<file path="config.mk">
export PLATFORM = sky130hd
export DESIGN_NAME = fetch_decode_queue
export DESIGN_NICKNAME = d
export VERILOG_FILES = /design/src/rtl/fetch_pkg.sv /design/src/rtl/ifq_mem.sv /design/src/rtl/fetch_decode_queue.sv
export SDC_FILE = /design/constraint.sdc
export NUM_CORES = 1
export LEC_CHECK = 0
export ABC_CLOCK_PERIOD_IN_PS = 3800
export BUFFER_PORTS_ARGS = -buffer_cell sky130_fd_sc_hd__buf_2
export CAP_MARGIN = 30
export CELL_PAD_IN_SITES_DETAIL_PLACEMENT = 1
export CELL_PAD_IN_SITES_GLOBAL_PLACEMENT = 2
export CORE_MARGIN = 5
export CORE_UTILIZATION = 39
export CTS_BUF_LIST = sky130_fd_sc_hd__clkbuf_2
export CTS_CLUSTER_DIAMETER = 40
export DETAILED_ROUTE_END_ITERATION = 8
export GPL_TIMING_DRIVEN = 0
export HOLD_SLACK_MARGIN = 0.05
export PLACE_DENSITY = 0.85
export RECOVER_POWER = 50
export REMOVE_ABC_BUFFERS = 1
export SLEW_MARGIN = 10
export SYNTH_ARGS = -nofsm -noshare
export SYNTH_HDL_FRONTEND = slang
export SYNTH_SLANG_ARGS = --single-unit
</file>
<file path="constraint.sdc">
create_clock -name clk -period 3.8 [get_ports clk]
set_input_delay 0.76 -clock clk [delete_from_list [all_inputs] [get_ports clk]]
set_output_delay 0.76 -clock clk [all_outputs]
set_load 0.01 [all_outputs]
</file>
<file path="src/rtl/fetch_pkg.sv">
// fetch_pkg: shared constants for the fetch/decode boundary
package fetch_pkg;
  localparam int XLEN_DEFAULT = 32;
  localparam logic [31:0] NOP_INSTR = 32'h0000_0013;
  localparam int REG_W = 5;
  localparam int RS1_LSB = 15;
  localparam int RS2_LSB = 20;
  localparam int RD_LSB = 7;
endpackage

</file>
<file path="src/rtl/ifq_mem.sv">
// ifq_mem: queue storage, one write port and one asynchronous read port
module ifq_mem #(
  parameter int XLEN = 32,
  parameter int DEPTH = 4
) (
  input  logic                     clk,
  input  logic                     we,
  input  logic [$clog2(DEPTH)-1:0] waddr,
  input  logic [2*XLEN-1:0]        wdata,
  input  logic [$clog2(DEPTH)-1:0] raddr,
  output logic [2*XLEN-1:0]        rdata
);
  logic [2*XLEN-1:0] mem [DEPTH];
  always_ff @(posedge clk)
    if (we) mem[waddr] <= wdata;
  assign rdata = mem[raddr];
endmodule

</file>
<file path="src/rtl/fetch_decode_queue.sv">
// fetch_decode_queue: circular instruction queue between fetch and decode
module fetch_decode_queue
  import fetch_pkg::*;
#(
  parameter int XLEN = XLEN_DEFAULT,
  parameter int DEPTH = 4,
  parameter logic [XLEN-1:0] NOP_INSTR = XLEN'(fetch_pkg::NOP_INSTR)
) (
  input  logic                       clk,
  input  logic                       rst,
  input  logic                       in_valid,
  output logic                       in_ready,
  input  logic [XLEN-1:0]            in_pc,
  input  logic [XLEN-1:0]            in_instr,
  input  logic                       flush,
  output logic                       out_valid,
  input  logic                       out_ready,
  output logic [XLEN-1:0]            out_pc,
  output logic [XLEN-1:0]            out_pc_plus4,
  output logic [XLEN-1:0]            out_instr,
  output logic [REG_W-1:0]           rs1_addr,
  output logic [REG_W-1:0]           rs2_addr,
  output logic [REG_W-1:0]           rd_addr,
  output logic [$clog2(DEPTH+1)-1:0] count
);
  localparam int AW = $clog2(DEPTH);
  localparam int CW = $clog2(DEPTH+1);
  logic [AW-1:0] rd_ptr, wr_ptr;
  logic [2*XLEN-1:0] rdata;
  logic push, pop;
  assign in_ready = !rst && (count != CW'(DEPTH)) && !flush;
  assign out_valid = count != '0;
  assign push = in_valid && in_ready;
  assign pop = out_valid && out_ready;
  always_ff @(posedge clk or posedge rst)
    if (rst) begin
      rd_ptr <= '0;
      wr_ptr <= '0;
      count <= '0;
    end else if (flush) begin
      rd_ptr <= '0;
      wr_ptr <= '0;
      count <= '0;
    end else begin
      if (push) wr_ptr <= wr_ptr + 1'b1;
      if (pop) rd_ptr <= rd_ptr + 1'b1;
      count <= count + CW'(push) - CW'(pop);
    end
  ifq_mem #(.XLEN(XLEN), .DEPTH(DEPTH)) u_mem (
    .clk(clk),
    .we(push),
    .waddr(wr_ptr),
    .wdata({in_pc, in_instr}),
    .raddr(rd_ptr),
    .rdata(rdata)
  );
  // an empty queue shows a NOP at PC 0 so decode never sees stale storage
  assign out_instr = out_valid ? rdata[XLEN-1:0] : NOP_INSTR;
  assign out_pc = out_valid ? rdata[2*XLEN-1:XLEN] : '0;
  assign out_pc_plus4 = out_pc + XLEN'(4);
  assign rs1_addr = out_instr[RS1_LSB +: REG_W];
  assign rs2_addr = out_instr[RS2_LSB +: REG_W];
  assign rd_addr = out_instr[RD_LSB +: REG_W];
endmodule

</file>
==> results of run 1 <==
==> logic make-up after synthesis <==
group,count (synthesis),share of synthesized area
DFF,263,0.6992
buffers and inverters,63,0.03215
and+or+nand+nor,162,0.08178
adders and majority gates,8,0.009568
muxes,73,0.1447
AOI/OAI and AO/OA,14,0.008457
xor gates and xnor gates,31,0.02414
==> power by group <==
part / leakage, nW / total [W] / switching, W / internal (W)
Combinational: 2.26 / 0.00396 / 0.00206 / 0.00189
Sequential: 2.40 / 0.00334 / 0.0000634 / 0.00328
Clock: 0.502 / 0.00210 / 0.00110 / 0.00100
Total: 5.16 / 0.00940 / 0.00322 / 0.00617
==> metal layers <==
| layer | part of all wire | vias to the layer above |
|---|---|---|
| met5 | 0.00077 | - |
| met4 | 0.020 | 4 |
| met3 | 0.061 | 49 |
| met2 | 0.51 | 231 |
| met1 | 0.41 | 3307 |
| li1 | - | 2959 |
==> worst max-delay path: stages (launching register included) <==
cell and delay [ns]:
dfrtp_4 0.55, buf_16 0.18, mux4_2 0.55, nor3b_4 0.31, nand4_4 0.23, buf_6 0.18
nor3b_4 0.16, xor2_1 0.14, buf_2 0.14
==> area by class of cell <==
cell class / count / area (µm²)
Tap cell: 384 / 480.5
Timing Repair inverter: 1 / 3.754
Multi-Input combinational cell: 288 / 3207
Clock buffer: 93 / 465.4
Timing Repair Buffer: 242 / 1643
Clock inverter: 24 / 225.2
Fill cell: 2801 / 14660
Antenna cell: 2 / 5.005
Inverter: 14 / 60.06
Sequential cell: 263 / 7874
==> synthesized netlist by cell type, types with 12 or more instances <==
cell type	n	area (µm²)
and2_1	62	387.9
buf_4	19	142.6
clkbuf_1	15	56.30
edfxtp_1	256	7687
inv_1	14	52.55
mux4_1	21	551.8
mux4_2	44	991.0
nand2_1	32	120.1
nand3_1	12	60.06
nor2_1	16	60.06
xnor2_1	19	166.4
xor2_1	12	105.1
==> registers in the layout, indices dropped and copies added, names as in the netlist <==
register,count
wr_ptr,2
u_mem.mem,256
count,3
rd_ptr,2
==> what timing repair did <==
item / CTS / global route
hold buffers: 1 / 0
endpoints found under the setup margin: 66 / 25
gates cloned: 6 / 0
setup buffers: 36 / 9
gates resized for setup: 61 / 25
hold endpoints to repair: 7 / 0
pin swaps: 24 / 18
==> how the worst min path moves through the flow <==
stage | startpoint | endpoint | slack [ns] | depth (start not counted)
2_1_floorplan | wr_ptr[0] | wr_ptr[0] | 0.49 | 1
3_3_place_gp | wr_ptr[0] | wr_ptr[0] | 0.52 | 1
3_5_place_dp | wr_ptr[0] | wr_ptr[0] | 0.60 | 1
4_1_cts | in_instr[8] | u_mem.mem[1][8] | 0.06 | 1
5_1_grt | in_pc[23] | u_mem.mem[3][55] | 0.13 | 1
6_report | flush | rd_ptr[0] | 0.23 | 2
==> through the flow <==
stage          power [W]  setup WS, ns  setup TNS, ns  hold slack [ns]
6_report        0.009397       -0.2081         -3.303           0.2263
5_1_grt         0.009995       -0.4400         -8.738           0.1277
4_1_cts         0.009495       -0.3520         -5.595          0.06083
3_5_place_dp    0.006686       -0.8225         -6.928           0.6006
3_3_place_gp    0.006650        -3.760        -505.10           0.5180
2_1_floorplan   0.005326        -1.656         -72.44           0.4908
==> impl_results.md, run 1 <==
- Die W: 179.8 µm
- Final hold viol count: 0
- Hpwl dp: 16,390 µm
- Port bufs: 184
- First-pass GRT wire length: 42,450 µm
- Lkg Pwr: 5.159 nW
- Commonest non-fill, non-tap cell in the layout: edfxtp_1
- Die Y: 179.8 µm
- Avg Cell Area, Syn: 18.32 µm²
- Deepest clock path buffer count: 3
- Status: finished, violations left
- Crit Path Class: reg -> out
- Most frequent cells in the layout: 256 x edfxtp_1, 115 x buf_2, 94 x clkbuf_2, 67 x clkbuf_1, 57 x and2_1
- #FFs+latches synth: 263
- Clk pin slew, worst setup/hold paths: 0.13 ns
- Maximum fanout along the worst path: 8
- Max_cap viols: 2
- Final setup margin: -0.2081 ns
- Synth async-reset ratio: 0.02662
- CTS sink cnt: 263
- Initial Utilization: 0.3929
- Avg WL per Cell: 20.85 µm
- Fin crit share: 1.055
- Final Slew Violations: 50
- Critical Path Sink: out_pc_plus4[23]
- Initial detailed-routing violation count: 340
- Hold Crit Class: in -> reg
- Reg2reg start: count[1]
- Worst Reg-to-Reg Cells: 4
- Fmax: 249.5 MHz
- DP Area: 12,560 µm²
- Violated checks: capacitance limit, slew limit, setup timing
- Final non-filler cell area: 13,960 µm²
- Share of cells above drive strength 1: 0.4151
- GR Overflow Total: 0
- DRC: 0
- M1 GR Usage: 0.2029
- Global Route Usage Sum: 0.1673
- Root buf cell: clkbuf_2
- Final Wtd Congestion: 0.7410
- Flop2flop setup slack: 0.63 ns
- Syn Std Cell Area: 11,250 µm²
- Crit path DAT: 3.25 ns
- Crit Reg-Reg Endpoint: u_mem.mem[0][15]
- Number of synthesis warnings: 0
- Worst-skew pair later-pin latency: 0.78 ns
- Die area: 32,330 µm²
- Vias: 6,550
- Antenna Violating Nets Remaining: 0
- Drt via density: 4.996
- Worst Path Required: 3.04 ns
- Post-layout util: 0.4878
- Placed insts: 1,141
- Cells after Synth: 614
- Yosys cell types: 48
- Tmin final: 4.008 ns
- Nets@finish: 954
- Max rail drop VDD: 311.9 µV
- Pwr dens: 673.0 nW/µm²
- I/O pin cnt: 185
- Met3 GRT Util: 0.04992
- FP Rows: 62
- Post-synth EDFFs: 256
- Layout area overhead: 24.17%
- DRT Pass-1 Iters: 4
- Worst Setup SP: rd_ptr[0]
- Setup crit end kind: primary output
- RSZ-0062 raised after global routing: true
- Htree depth: 3
- Largest net degree at the start of global routing: 48
- CTS buffer count: 67
- Most used routing layer: met2
- Prevailing post-synth register cell: edfxtp_1
- CTS tree: done
- Seq/Total Area, Yosys: 0.6992
- Met2 Track Usage GR: 0.2906
- CP startpoint kind: flop
- Non-Filler Instances: 1,311
- Setup violations, final: 25
- Initial antenna violation count: 4
- Vias in the first global route: 7,346
- Worst Tran Pin Value: 1.595 ns
- Routed WL: 27,330 µm
- Area of the core: 28,630 µm²
- Max-Slew Margin vs Limit: -0.06365
- Clk_skew: 0.06493 ns
Power figures use the tool's default switching activity.
==> run 2: changes to the inputs <==
--- a/config.mk
+++ b/config.mk
@@ -18,7 +18,6 @@
 export GPL_TIMING_DRIVEN = 0
 export HOLD_SLACK_MARGIN = 0.05
 export PLACE_DENSITY = 0.85
-export RECOVER_POWER = 50
 export REMOVE_ABC_BUFFERS = 1
 export SLEW_MARGIN = 10
 export SYNTH_ARGS = -nofsm -noshare
==> impl_results.md, run 2 (same netlist as run 1, synthesis figures left out) <==
- Tmin final: 4.013 ns
- Hold Crit Class: in -> reg
- First-pass GRT wire length: 42,450 µm
- Worst Reg-to-Reg Cells: 12
- Vias in the first global route: 7,346
- Crit Reg-Reg Endpoint: count[2]
- Max_cap viols: 0
- Routed WL: 27,280 µm
- Port bufs: 184
- Crit-path slowest cell: dfrtp_4
- Max rail drop VDD: 312.5 µV
- Psw: 0.003231 W
- Reg2reg start: count[1]
- Nets@finish: 954
- Most frequent cells in the layout: 256 x edfxtp_1, 183 x buf_2, 93 x clkbuf_2, 58 x and2_1, 54 x mux4_2
- CTS sink cnt: 263
- Avg WL per Cell: 20.79 µm
- Worst Path Required: 3.04 ns
- Initial antenna violation count: 5
- Layout area overhead: 25.17%
- Hold EP: u_mem.mem[0][63]
- Met2 WL: 13,860 µm
- Clock share of power: 0.223
- Global Route Usage Sum: 0.1673
- I/O pin cnt: 185
- Largest regs: u_mem.mem (256), count (3)
- Die W: 179.8 µm
- Worst-skew pair later-pin latency: 0.78 ns
- Setup violations, final: 24
- Drt via density: 4.963
- Initial Utilization: 0.3929
- Worst Min Path Start: in_pc[31]
- Area of the core: 28,630 µm²
- Pwr dens: 669.5 nW/µm²
- Fin crit share: 1.056
- Buf/Inv on CP: 3
- Share of cells above drive strength 1: 0.4919
- Delay-heaviest family, CP: simple AND/OR/NAND/NOR gates
- Crit path DAT: 3.25 ns
- Top Metal Used: met5
- Fmax: 249.2 MHz
- Pre-CTS setup slack: -0.8225 ns
- Max-Slew Margin vs Limit: 0.4918
- CP startpoint kind: flop
- Commonest non-fill, non-tap cell in the layout: edfxtp_1
- Min-Delay Path Depth: 1
- Cell-internal power: 0.006194 W
- DRT Pass-1 Iters: 4
- Antenna Violating Nets Remaining: 0
- Status: finished, violations left
- Top reg by flops: u_mem.mem
- Vias: 6,512
- Part of the power in registers: 0.355
- Hpwl dp: 16,390 µm
- Maximum fanout along the worst path: 8
- Die area: 32,330 µm²
- CP peak stage delay: 0.55 ns
- Violated checks: setup timing
- Clk_skew: 0.06704 ns
- FP Rows: 62
- Final Wtd Congestion: 0.7410
- Met3 Wirelength: 1590 µm
- Most common cell on crit path: nor3b_4
- Flop2flop setup slack: 0.90 ns
- Deepest clock path buffer count: 3
- Htree depth: 3
- Lkg Pwr: 5.345 nW
- WL met1: 11,260 µm
- Crit Path Class: reg -> out
- Final setup margin: -0.2126 ns
- Final Slew Violations: 0
- DRC: 0
- DP Area: 12,560 µm²
- Worst Tran Pin Value: 0.7577 ns
- Gate power share: 0.422
- Final hold viol count: 0
- Setup crit end kind: primary output
- RSZ-0062 raised after global routing: true
- Initial detailed-routing violation count: 337
- Largest net degree at the start of global routing: 48
- Die Y: 179.8 µm
- CTS buffer count: 67
- GR Overflow Total: 0
- Sw Share: 0.3428
- CTS tree: done
- Root buf cell: clkbuf_2
- Clk pin slew, worst setup/hold paths: 0.13 ns
- Post-layout util: 0.4917
- Final non-filler cell area: 14,080 µm²
- Largest register FFs: 256
- Cell Chain, Critical Path: buf_16, mux4_2, nor3b_4, nand4_4, buf_6, nor3b_4, xor2_1, buf_2
## run 2: cell type report
cell class | instances | area (µm²)
timing repair inverter | 1 | 3.754
fill | 2777 | 14550
clock buffer | 93 | 465.4
clock inverter | 24 | 225.2
inverter | 14 | 60.06
antenna | 3 | 7.507
tap | 384 | 480.5
sequential | 263 | 7874
multi-input combinational | 288 | 3233
timing repair buffer | 242 | 1727
## run 2: metal layers
metal	vias to the layer above	global-route usage
met3	49	0.04992
met5	-	0
met4	4	0.04907
met1	3276	0.2029
met2	220	0.2906
li1	2963	-
## run 2: power groups by stage
| stage | sequential (W) | clock (W) | combinational (W) |
|---|---|---|---|
| 3_3_place_gp | 0.00364 | 0 | 0.00301 |
| 2_1_floorplan | 0.00354 | 0 | 0.00178 |
| 3_5_place_dp | 0.00352 | 0 | 0.00317 |
| 4_1_cts | 0.00335 | 0.00218 | 0.00396 |
| 5_1_grt | 0.00336 | 0.00236 | 0.00430 |
| 6_report | 0.00335 | 0.00210 | 0.00398 |
## run 2: repair_timing
item                       4_1_cts  5_1_grt
setup buffers                   36        9
hold buffers                     1        0
gates resized for setup         61       25
hold endpoints to repair         7        0
gates cloned                     6        0
pin swaps                       24       18
setup endpoints to repair       66       25
## run 2: worst max path at each step
stage | start | end | cells past startpoint
finish | rd_ptr[0] | out_pc_plus4[23] | 8
global placement | rd_ptr[0] | out_pc_plus4[30] | 10
floorplan | rd_ptr[0] | out_pc_plus4[28] | 9
detailed placement | rd_ptr[0] | out_pc_plus4[30] | 11
global route | rd_ptr[1] | out_pc_plus4[30] | 13
CTS | rd_ptr[0] | out_pc_plus4[30] | 9
## run 2: metrics by stage
stage                     power (W)  setup TNS, ns  hold WS (ns)  std cells
after floorplan            0.005326         -72.44        0.4908        565
after global placement     0.006650        -505.10        0.5180       1133
after detailed placement   0.006686         -6.928        0.6006       1141
after CTS                  0.009495         -5.595       0.06083       1301
after global routing        0.01002         -8.339       0.06513       1311
final                      0.009424         -3.380        0.1844       1312
==> run 3: changes to the inputs <==
--- a/config.mk
+++ b/config.mk
@@ -18,7 +18,6 @@
 export GPL_TIMING_DRIVEN = 0
 export HOLD_SLACK_MARGIN = 0.05
 export PLACE_DENSITY = 0.85
-export REMOVE_ABC_BUFFERS = 1
 export SLEW_MARGIN = 10
 export SYNTH_ARGS = -nofsm -noshare
 export SYNTH_HDL_FRONTEND = slang
==> impl_results.md, run 3 (same netlist as run 1, synthesis figures left out) <==
- Max-Slew Margin vs Limit: 0.5658
- DRC: 0
- Cell Chain, Critical Path: buf_12, buf_12, buf_12, buf_12, mux2i_1, nand2_1, o21ai_1, or2_4, inv_4, ha_4, nand3_4, nor3_4, buf_6, nand2_4, buf_6, nor4_4, xor2_1, buf_2
- DRT Pass-1 Iters: 4
- Port bufs: 183
- Max_cap viols: 0
- Worst Tran Pin Value: 0.6474 ns
- Initial Utilization: 0.3929
- TNS Setup: -9.890 ns
- Setup violations, final: 26
- Part of the power in registers: 0.350
- Lkg Pwr: 5.455 nW
- Avg WL per Cell: 21.56 µm
- Routed WL: 28,880 µm
- Antenna Violating Nets Remaining: 0
- RSZ-0062 raised after global routing: true
- Mapped Nets: 691
- Commonest non-fill, non-tap cell in the layout: edfxtp_1
- Deepest clock path buffer count: 3
- Final hold viol count: 0
- Largest register FFs: 256
- Fmax: 223.6 MHz
- I/O pin cnt: 185
- Share of cells above drive strength 1: 0.5000
- Layout fillers: 2,807
- Cell-internal power: 0.006210 W
- Top reg by flops: u_mem.mem
- Hold Crit Class: in -> reg
- CTS buffer count: 67
- Sw Share: 0.3455
- Min Hold Slack: 0.1349 ns
- Worst Path Required: 3.04 ns
- CTS tree: done
- Root buf cell: clkbuf_2
- Vias: 6,719
- Final setup margin: -0.6726 ns
- Multi-input logic area: 3266 µm²
- Vias in the first global route: 7,570
- Crit-path slowest cell: dfrtp_2
- Htree depth: 3
- Final Slew Violations: 0
- Most frequent cells in the layout: 256 x edfxtp_1, 183 x buf_2, 102 x clkbuf_2, 60 x and2_1, 48 x buf_4
- Die Y: 179.8 µm
- Die W: 179.8 µm
- CP startpoint kind: flop
- Maximum fanout along the worst path: 4
- Hpwl dp: 19,300 µm
- Global Route Usage Sum: 0.1769
- Min-Delay Path Depth: 1
- Layout area overhead: 26.78%
- Final Wtd Congestion: 0.7184
- Largest net degree at the start of global routing: 50
- FP Rows: 62
- Most common cell on crit path: buf_12
- Worst-skew pair later-pin latency: 0.83 ns
- Clock share of power: 0.216
- Post-layout util: 0.4981
- CTS sink cnt: 263
- Setup crit end kind: primary output
- Pwr dens: 665.5 nW/µm²
- First-pass GRT wire length: 44,590 µm
- CP peak stage delay: 0.44 ns
- Tmin final: 4.473 ns
- Drt via density: 5.014
- Fin crit share: 1.177
- GR Overflow Total: 0
- Status: finished, violations left
- Initial detailed-routing violation count: 345
- Area of the core: 28,630 µm²
- Die area: 32,330 µm²
- Clk pin slew, worst setup/hold paths: 0.10 ns
- Worst Reg-to-Reg Cells: 13
- Crit Path Class: reg -> out
- Violated checks: setup timing
- Gate power share: 0.434
- Initial antenna violation count: 10
- Crit path DAT: 3.71 ns
- Psw: 0.003278 W
- Nets@finish: 987
- Max rail drop VDD: 374.3 µV
- Clk_skew: 0.07978 ns
- Largest regs: u_mem.mem (256), count (3)
- Total area of sequential cells: 7866 µm²
## run 3: changes by cell type in the layout (fill, tap and decap cells not counted), moves of 7 or more
cell,previous run,this run
buf_4,27,48
mux4_2,54,47
buf_16,8,1
clkinv_1,13,4
clkbuf_2,93,102
mux4_1,11,18
buf_12,3,18
## run 3: timing repair
item	CTS	global route
setup endpoints to repair	105	42
hold endpoints to repair	7	0
buffers inserted	31	14
resized for setup	103	33
hold buffers	1	0
pin swaps	19	17
## run 3: layout make-up
class | instances | share of cell area
diodes | 4 | 0.0007021
plain buffers | 46 | 0.03651
clock buffers | 100 | 0.03510
clock inverters | 11 | 0.01106
inverters | 14 | 0.003861
multi-input cells | 288 | 0.2290
flip-flops and latches | 263 | 0.5517
well taps | 384 | 0.03370
repair buffers | 230 | 0.09829
## run 3: metal layers
metal,up-vias,GRT usage,wire (µm)
met5,-,0,69
met4,12,0.06096,561
met3,53,0.06144,2151
met2,228,0.2985,14530
met1,3404,0.2127,11580
li1,3022,-,-
## run 3: path summary, 6_finish.rpt
check                               start                to  slack, ns
worst max-delay path            rd_ptr[1]  out_pc_plus4[28]      -0.67
worst min-delay path             in_pc[0]  u_mem.mem[3][32]       0.13
worst max register to register   count[1]          count[2]       0.92
worst min register to register  wr_ptr[0]         wr_ptr[0]       0.59
max in group asynchronous             rst         rd_ptr[1]       3.06
min in group asynchronous             rst         wr_ptr[1]       0.49
## run 3: worst max-delay path: cells and delay by family, from the launching register on
family / cells / cell delay, ns
and+or+nand+nor: 6 / 0.99
AOI/OAI and AO/OA: 1 / 0.07
muxes: 1 / 0.11
DFF: 1 / 0.44
buffers and inverters: 8 / 0.99
adders and majority gates: 1 / 0.18
xor gates and xnor gates: 1 / 0.16
## run 3: power by group through the flow
stage | Combinational (W) | Clock (W) | Sequential [W]
2_1_floorplan | 0.00221 | 0 | 0.00338
6_report | 0.00412 | 0.00205 | 0.00332
4_1_cts | 0.00405 | 0.00213 | 0.00332
3_5_place_dp | 0.00363 | 0 | 0.00338
3_3_place_gp | 0.00355 | 0 | 0.00338
5_1_grt | 0.00445 | 0.00231 | 0.00332
## run 3: per-stage QoR
step | cells | cell area [µm²] | total power [W] | setup WS [ns]
2_1_floorplan | 614 | 11280 | 0.005585 | 0.008107
3_3_place_gp | 1181 | 12680 | 0.006931 | -1.180
3_5_place_dp | 1185 | 12790 | 0.007012 | -1.251
4_1_cts | 1326 | 14050 | 0.009509 | -0.7427
5_1_grt | 1338 | 14250 | 0.01009 | -0.8568
6_report | 1340 | 14260 | 0.009488 | -0.6726
